[src/rtl/sysref_gen_pkg.sv]
// Shared encodings for the PL-side SYSREF pulse generator: mode codes, FSM states
// and default field widths.
package sysref_gen_pkg;

  localparam int DEF_CNT_W   = 16;
  localparam int DEF_BURST_W = 8;

  localparam logic [1:0] MODE_OFF     = 2'd0;
  localparam logic [1:0] MODE_CONT    = 2'd1;
  localparam logic [1:0] MODE_BURST   = 2'd2;
  localparam logic [1:0] MODE_ONESHOT = 2'd3;

  typedef enum logic [1:0] {
    ST_IDLE = 2'd0,
    ST_RUN  = 2'd1,
    ST_DONE = 2'd2
  } state_t;

endpackage

[src/rtl/sysref_phase_counter.sv]
// Phase counter for one SYSREF period: counts 0..last and wraps, flags the wrap
// edge and reports whether the next phase lies inside the high window.
module sysref_phase_counter
  import sysref_gen_pkg::*;
#(
  parameter int CNT_W = DEF_CNT_W
) (
  input  logic             clk_i,
  input  logic             rst_i,
  input  logic             clr_i,
  input  logic             en_i,
  input  logic [CNT_W-1:0] last_i,
  input  logic [CNT_W-1:0] hi_i,
  output logic             wrap_o,
  output logic             high_nxt_o
);

  logic [CNT_W-1:0] phase_q;
  logic [CNT_W-1:0] phase_d;

  assign wrap_o     = (phase_q == last_i);
  assign phase_d    = wrap_o ? '0 : phase_q + CNT_W'(1);
  assign high_nxt_o = (phase_d < hi_i);

  always_ff @(posedge clk_i) begin
    if (rst_i || clr_i) begin
      phase_q <= '0;
    end else if (en_i) begin
      phase_q <= phase_d;
    end
  end

endmodule

[src/rtl/sysref_pulse_gen.sv]
// PL-side SYSREF source: registered pulse train with programmable period, high time
// and pulse count; continuous, burst and one-shot modes with a start/busy/done handshake.
module sysref_pulse_gen
  import sysref_gen_pkg::*;
#(
  parameter int CNT_W   = DEF_CNT_W,
  parameter int BURST_W = DEF_BURST_W
) (
  input  logic               pl_clk,
  input  logic               reset,
  input  logic [CNT_W-1:0]   period,
  input  logic [CNT_W-1:0]   high_cycles,
  input  logic [1:0]         mode,
  input  logic [BURST_W-1:0] burst_len,
  input  logic               start,
  input  logic               stop,
  output logic               busy,
  output logic               done,
  output logic               sysref_out,
  output logic               sysref_rise
);

  function automatic logic [CNT_W-1:0] clamp_period(input logic [CNT_W-1:0] p);
    return (p < CNT_W'(2)) ? CNT_W'(2) : p;
  endfunction

  // High time is at least one cycle and always leaves one low cycle per period.
  function automatic logic [CNT_W-1:0] clamp_high(input logic [CNT_W-1:0] h,
                                                  input logic [CNT_W-1:0] p);
    logic [CNT_W-1:0] h1;
    h1 = (h == '0) ? CNT_W'(1) : h;
    return (h1 > p - CNT_W'(1)) ? p - CNT_W'(1) : h1;
  endfunction

  state_t             state_q;
  logic [CNT_W-1:0]   per_q, hi_q;
  logic [CNT_W-1:0]   per_d, hi_d;
  logic [BURST_W-1:0] rem_q, rem_d;
  logic [1:0]         mode_q;
  logic               stop_pend_q;
  logic               busy_q, done_q, sysref_q, rise_q;
  logic               start_ok, wrap, high_nxt, term;

  assign per_d = clamp_period(period);
  assign hi_d  = clamp_high(high_cycles, per_d);
  assign rem_d = (mode == MODE_ONESHOT) ? BURST_W'(1) :
                 (burst_len == '0)      ? BURST_W'(1) : burst_len;

  assign start_ok = (state_q == ST_IDLE) && start && !stop && (mode != MODE_OFF);

  // A stop seen on the wrap edge itself ends the train at that same edge.
  assign term = wrap && (stop_pend_q || stop ||
                         ((mode_q != MODE_CONT) && (rem_q == BURST_W'(1))));

  sysref_phase_counter #(
    .CNT_W (CNT_W)
  ) u_phase (
    .clk_i      (pl_clk),
    .rst_i      (reset),
    .clr_i      (state_q != ST_RUN),
    .en_i       (state_q == ST_RUN),
    .last_i     (per_q - CNT_W'(1)),
    .hi_i       (hi_q),
    .wrap_o     (wrap),
    .high_nxt_o (high_nxt)
  );

  always_ff @(posedge pl_clk) begin
    if (start_ok) begin
      per_q <= per_d;
      hi_q  <= hi_d;
    end
  end

  always_ff @(posedge pl_clk) begin
    if (reset) begin
      state_q     <= ST_IDLE;
      mode_q      <= MODE_OFF;
      rem_q       <= '0;
      stop_pend_q <= 1'b0;
      busy_q      <= 1'b0;
      done_q      <= 1'b0;
      sysref_q    <= 1'b0;
      rise_q      <= 1'b0;
    end else begin
      unique case (state_q)
        ST_IDLE: begin
          done_q <= 1'b0;
          if (start_ok) begin
            state_q     <= ST_RUN;
            mode_q      <= mode;
            rem_q       <= rem_d;
            stop_pend_q <= 1'b0;
            busy_q      <= 1'b1;
            sysref_q    <= 1'b1;
            rise_q      <= 1'b1;
          end
        end
        ST_RUN: begin
          if (term) begin
            state_q  <= ST_DONE;
            busy_q   <= 1'b0;
            done_q   <= 1'b1;
            sysref_q <= 1'b0;
            rise_q   <= 1'b0;
          end else begin
            sysref_q <= high_nxt;
            rise_q   <= wrap;
            if (stop) stop_pend_q <= 1'b1;
            if (wrap) rem_q <= rem_q - BURST_W'(1);
          end
        end
        ST_DONE: begin
          state_q <= ST_IDLE;
          done_q  <= 1'b0;
        end
        default: state_q <= ST_IDLE;
      endcase
    end
  end

  assign busy        = busy_q;
  assign done        = done_q;
  assign sysref_out  = sysref_q;
  assign sysref_rise = rise_q;

endmodule

[config.mk]
export PLATFORM = sky130hd
export DESIGN_NAME = sysref_pulse_gen
export DESIGN_NICKNAME = d
export VERILOG_FILES = /design/src/rtl/sysref_gen_pkg.sv /design/src/rtl/sysref_phase_counter.sv /design/src/rtl/sysref_pulse_gen.sv
export SDC_FILE = /design/constraint.sdc
export NUM_CORES = 1
export LEC_CHECK = 0
export CAP_MARGIN = 30
export CORE_ASPECT_RATIO = 0.6
export CORE_MARGIN = 4
export CORE_UTILIZATION = 35
export DETAILED_ROUTE_END_ITERATION = 12
export GPL_TIMING_DRIVEN = 0
export SKIP_LAST_GASP = 1
export SYNTH_ARGS = -nofsm -noshare
export SYNTH_HDL_FRONTEND = slang
export SYNTH_SLANG_ARGS = --single-unit
[constraint.sdc]
create_clock -name pl_clk -period 5.89 [get_ports pl_clk]
set_input_delay 1.178 -clock pl_clk [delete_from_list [all_inputs] [get_ports pl_clk]]
set_output_delay 1.178 -clock pl_clk [all_outputs]
set_load 0.005 [all_outputs]
==> results of run 1 <==
==> routing by layer <==
layer / vias up / GRT usage (%) / wire [microns]
met5: - / 0 / 0
met4: 0 / 4.482 / 114
met3: 11 / 3.863 / 988
met2: 152 / 25.14 / 5173
met1: 1902 / 26.16 / 6375
li1: 2023 / - / -
==> final timing paths <==
path	cells past startpoint	start	end	slack [ns]
min	2	mode_q[1]	mode_q[1]	0.46
max	18	period[3]	hi_q[2]	0.22
min reg2reg	2	mode_q[1]	mode_q[1]	0.46
max reg2reg	18	per_q[0]	sysref_out	1.10
==> report_power, final <==
group	leakage, nW	internal, W	switching [W]
clock network	0.151	0.000344	0.000185
registers	0.564	0.000497	0.0000133
logic	1.40	0.0000893	0.000107
total	2.12	0.000931	0.000306
==> worst max-delay path, delay by kind of cell <==
kind            cells  cell delay (ns)
fa+ha+maj           2             0.57
compound gates      3             0.54
buf+inv             2             0.78
xor+xnor            1             0.19
simple gates       10             2.48
==> cell usage after synthesis, types with 6 or more instances <==
master | count | area (sq um)
a21o_1 | 8 | 60.06
nand4_1 | 13 | 81.33
a21oi_1 | 20 | 100.1
nor4_1 | 16 | 100.1
a31oi_1 | 6 | 37.54
o21ai_0 | 27 | 135.1
xnor2_1 | 24 | 210.2
nand2b_1 | 6 | 37.54
clkbuf_1 | 39 | 146.4
inv_1 | 35 | 131.4
nand2_1 | 34 | 127.6
nand3_1 | 12 | 60.06
or4_1 | 7 | 52.55
edfxtp_1 | 32 | 960.9
or3_1 | 10 | 62.56
nor3_1 | 16 | 80.08
xor2_1 | 21 | 183.9
ha_1 | 36 | 450.4
dfxtp_1 | 33 | 660.6
nor2_1 | 65 | 244.0
==> per-stage QoR <==
stage                     cells  setup slack [ns]
after detailed placement    748           -0.9688
final                       764            0.2173
after CTS                   764           0.07285
after global routing        764          -0.04238
after floorplan             534            0.5674
after global placement      747           -0.9126
==> what timing repair did <==
action,4_1_cts,5_1_grt
pin swaps,0,0
resized for setup,7,12
hold buffers,0,0
hold endpoints to repair,0,0
endpoints found under the setup margin,16,16
==> layout make-up <==
type	instances	area, sq um	share of cell area (%)
clock inverters	1	5.005	0.08941
multi-input cells	390	2636	47.09
repair buffers	49	508.0	9.075
flip-flops and latches	65	1622	28.97
clock buffers	15	299.0	5.342
inverters	35	131.4	2.347
well taps	165	206.4	3.688
plain buffers	44	190.2	3.397
==> kinds of logic (layout without fill, tap and decap cells) <==
kind of cell    Yosys count  in the layout  share of synthesized area [%]
simple gates            206            206                          23.74
flops                    65             65                          35.73
fa+ha+maj                36             36                          9.926
compound gates          102            102                          14.86
xor+xnor                 45             45                          8.685
mux                       1              1                         0.2206
buf+inv                  79            144                          6.838
==> state kept, by name (all words and copies together), names as in the netlist <==
| register | flops |
|---|---|
| busy | 1 |
| state_q | 2 |
| mode_q | 2 |
| sysref_rise | 1 |
| hi_q | 16 |
| sysref_out | 1 |
| done | 1 |
| stop_pend_q | 1 |
| u_phase.phase_q | 16 |
| rem_q | 8 |
| per_q | 16 |
==> impl_metrics.toml, run 1 <==
[run_status]
status = "completed"

[clocking]
cts_tree = "done"
root_buffer = "clkbuf_16"
htree_levels = 3
cts_buffers = 9
postCtsSetupBuffers = 0
clock_latency_ns = 0.33
cts.clk_slew.worst_paths_ns = 0.05
clkSinkCount = 65
clockBufferDepth = 2

[cells_and_area]
nFillCells = 1178
mostFrequentLayoutCells = "nor2_1, clkdlybuf4s50_1, clkbuf_1, ha_1, inv_1"
final_common_cell = "nor2_1"
drive_above_1_share_pct = 6.511
insertedDiodeCount = 0
syn2layout_area_growth_pct = 23.35
final_nets = 676
final_area_sq_um = 5598
utilization_pct = 45.24

[place]
portBuffers = 48
dp_hpwl_microns = 10050
placed_cell_area_sq_um = 5253
place_congestion = 0.9115

[route]
viasPerCell = 5.351
drtIter0Drc = 295
vias = 4088
routed_wirelength_microns = 12650
wire_per_inst_microns = 16.56
drtAntennaViolNets = 0
dr.pass1.iters = 5
drc = 0

[synth]
synthCells = 534
yosysWarnings = 0
ys.flop_type = "dfxtp_1"
yosysSeqAreaShare_pct = 35.73
netlist_area_sq_um = 4538
synth-async-reset-ratio_pct = 0
ys_seq_elements = 65
synth_nets = 616
synth.avg_cell_area_sq_um = 8.498
synth-edff-count = 32
yosysUniqueCellTypes = 65

[critical_path]
cpPeakStageDelay_ns = 0.64
cp.arrival_ns = 5.73
worstSetupPathType = "input port to flip-flop"
cp-start-kind = "input port"
critPathCaptureType = "flip-flop"
cp.required_ns = 5.94
worst_path_max_delay_cell = "or4_4"
crit_path_frequent_cell = "nand2_1"
path_cells = "clkdlybuf4s50_1 > or4_4 > nor4_4 > nand2_1 > or2_2 > o21ai_4 > ha_1 > nand2_1 > or3_1 > xor2_1 > ha_1 > nand4_1 > nor2_1 > nand2_1 > or3_1 > o21ai_1 > buf_4 > o21ai_0"
worstPathMaxFanout = 10

[sta]
rsz0062_at_grt = "true"
maxSlewViolCount = 0
max_slew_margin_pct = 27.33
min_period_over_period_pct = 96.31
final_hold_viol_count = 0
worstMarginPinSlew_ns = 1.080
final.setup.tns_ns = 0
setup_viol = 0
max_freq_mhz = 176.3
finClkSkew_ns = 0.003654
fin_crit_ns = 5.673
hold_slack_ns = 0.4600

[hold_path]
min_path_type = "flip-flop to flip-flop"

[pwr]
ir_drop_uv = 133.2
leakage_nw = 2.119
p_total_w = 0.001237
power_density_nw_per_um2 = 220.9

[die]
die_h_microns = 96.20
io_pins = 50
placementRows = 31
die_w_microns = 155.0
core_area_sq_um = 12370
die-area_sq_um = 14910
start_util_pct = 36.68

[flow_run]
drv_cap = 0

[grt]
grt_max_degree = 22
antenna_found_initial = 0
grt_pass1_vias = 3907
overflow = 0
grt_usage_pct = 17.46
grt_pass1_wl_microns = 20040
Power figures use the tool's default switching activity.
==> run 2: changes to the inputs <==
ABC_CLOCK_PERIOD_IN_PS = 5890   (was default)
==> results of run 2 <==
No change in the layout: final DEF, timing and power equal those of run 1.
==> run 3: changes to the inputs <==
CORE_MARGIN = default   (was 4)
==> impl_metrics.toml, run 3 (synthesized netlist as in run 1, its figures left out) <==
[run_status]
status = "completed"

[cells_and_area]
final_nets = 676
insertedDiodeCount = 0
drive_above_1_share_pct = 6.678
final_common_cell = "nor2_1"
nFillCells = 1199
mostFrequentLayoutCells = "nor2_1, clkdlybuf4s50_1, clkbuf_1, ha_1, inv_1"
stdcell_count = 764
top_regs = "hi_q: 16 flops, per_q: 16 flops, u_phase.phase_q: 16 flops"
multiInputGateArea_sq_um = 2648
syn2layout_area_growth_pct = 23.19
seq_area_sq_um = 1622

[route]
routed_wirelength_microns = 12570
drc = 0
drtAntennaViolNets = 0
viasPerCell = 5.357
wire_per_inst_microns = 16.46
drtIter0Drc = 285
vias = 4093
dr.pass1.iters = 5

[clocking]
cts.clk_slew.worst_paths_ns = 0.05
clock_latency_ns = 0.34
clkSinkCount = 65
root_buffer = "clkbuf_16"
clockBufferDepth = 2
cts_buffers = 9
htree_levels = 3
cts_tree = "done"
postCtsHoldBufs = 0

[sta]
maxSlewViolCount = 0
hold_slack_ns = 0.4615
final_hold_viol_count = 0
min_period_over_period_pct = 95.41
max_freq_mhz = 177.9
setup_viol = 0
rsz0062_at_grt = "false"
worstMarginPinSlew_ns = 0.9473
max_slew_margin_pct = 36.27
fin_crit_ns = 5.620
finClkSkew_ns = 0.003932

[critical_path]
r2r_start = "per_q[0]"
cp-start-kind = "input port"
worstSetupPathType = "input port to flip-flop"
cp-startpoint = "period[3]"
reg2reg_to = "sysref_out"
cp.required_ns = 5.95
rrSetupSlack_ns = 1.09
critPathCaptureType = "flip-flop"
endpoint = "hi_q[6]"
rr_worst_depth = 18
cp.arrival_ns = 5.68
worstPathMaxFanout = 10

[pwr]
ir_drop_uv = 128.3
power_density_nw_per_um2 = 217.6
leakage_nw = 2.113
p_total_w = 0.001217

[grt]
grt_usage_pct = 19.68
grt_pass1_wl_microns = 20250
overflow = 0
grt_pass1_vias = 3898
grt_max_degree = 22
antenna_found_initial = 0

[place]
dp.cells = 748
portBuffers = 48
dp_hpwl_microns = 10040
place_congestion = 0.8661

[hold_path]
min_path_type = "flip-flop to flip-flop"

[die]
start_util_pct = 36.79
core_area_sq_um = 12330
placementRows = 31
io_pins = 50
die-area_sq_um = 13440
die_h_microns = 90.20
die_w_microns = 149.0

[flow_run]
drv_cap = 0
==> run 3: cell types whose count changed in the layout (fill, tap and decap cells not counted) <==
cell	previous run	this run
clkbuf_8	3	1
o21ai_1	1	0
clkinv_2	1	2
xor2_1	21	20
xor2_2	0	1
clkbuf_1	38	39
o21ai_2	0	1
==> run 3: critical path, stage by stage <==
cell and delay, ns:
clkdlybuf4s50_1 0.51, or4_4 0.62, nor4_4 0.25, nand2_1 0.11
or2_2 0.32, o21ai_4 0.25, ha_1 0.26, nand2_1 0.11
or3_1 0.34, xor2_1 0.18, ha_1 0.31, nand4_1 0.12
nor2_1 0.16, nand2_1 0.09, or3_1 0.37, o21ai_2 0.12
buf_4 0.21, o21ai_0 0.14
==> run 3: worst min path at each step <==
stage	startpoint	endpoint	slack, ns	cells after the start
after floorplan	mode_q[0]	mode_q[0]	0.43	2
after global placement	mode_q[0]	mode_q[0]	0.44	2
after detailed placement	mode_q[1]	mode_q[1]	0.45	2
after CTS	mode_q[1]	mode_q[1]	0.46	2
after global routing	mode_q[1]	mode_q[1]	0.48	2
final	mode_q[1]	mode_q[1]	0.46	2
==> run 3: what timing repair did <==
item	4_1_cts	5_1_grt
setup endpoints to repair	16	16
pin swaps	0	1
cloned	0	0
setup buffers	0	0
gates resized for setup	7	14
==> run 3: through the flow <==
step | setup TNS [ns] | utilization (%) | area (sq um) | setup slack [ns]
final | 0 | 45.32 | 5590 | 0.2702
after global routing | 0 | 45.32 | 5590 | 0.04822
after CTS | 0 | 45.01 | 5552 | 0.02116
after detailed placement | -17.08 | 42.58 | 5253 | -1.132
after global placement | -13.71 | 42.36 | 5225 | -0.9183
after floorplan | 0 | - | 4538 | 0.5674
==> run 3: layout make-up <==
cell class                 instances  share of cell area, %
sequential                        65                  29.01
inverter                          35                  2.350
clock buffer                      14                  4.924
multi-input combinational        390                  47.36
buffer                            44                  3.402
timing repair buffer              49                  9.087
tap                              165                  3.693
clock inverter                     2                 0.1791
==> run 3: metal layers <==
metal / GRT usage, % / up-vias / part of all wire (%)
li1: - / 2023 / -
met1: 29.99 / 1955 / 53
met2: 26.67 / 103 / 40
met3: 5.127 / 12 / 5.8
met4: 5.272 / 0 / 0.90
met5: 0 / - / 0
==> run 3: power by group <==
part	switching [W]	internal (W)	total (W)
clock network	0.000187	0.000321	0.000507
registers	0.0000130	0.000497	0.000510
logic	0.000109	0.0000903	0.000199
total	0.000309	0.000908	0.00122
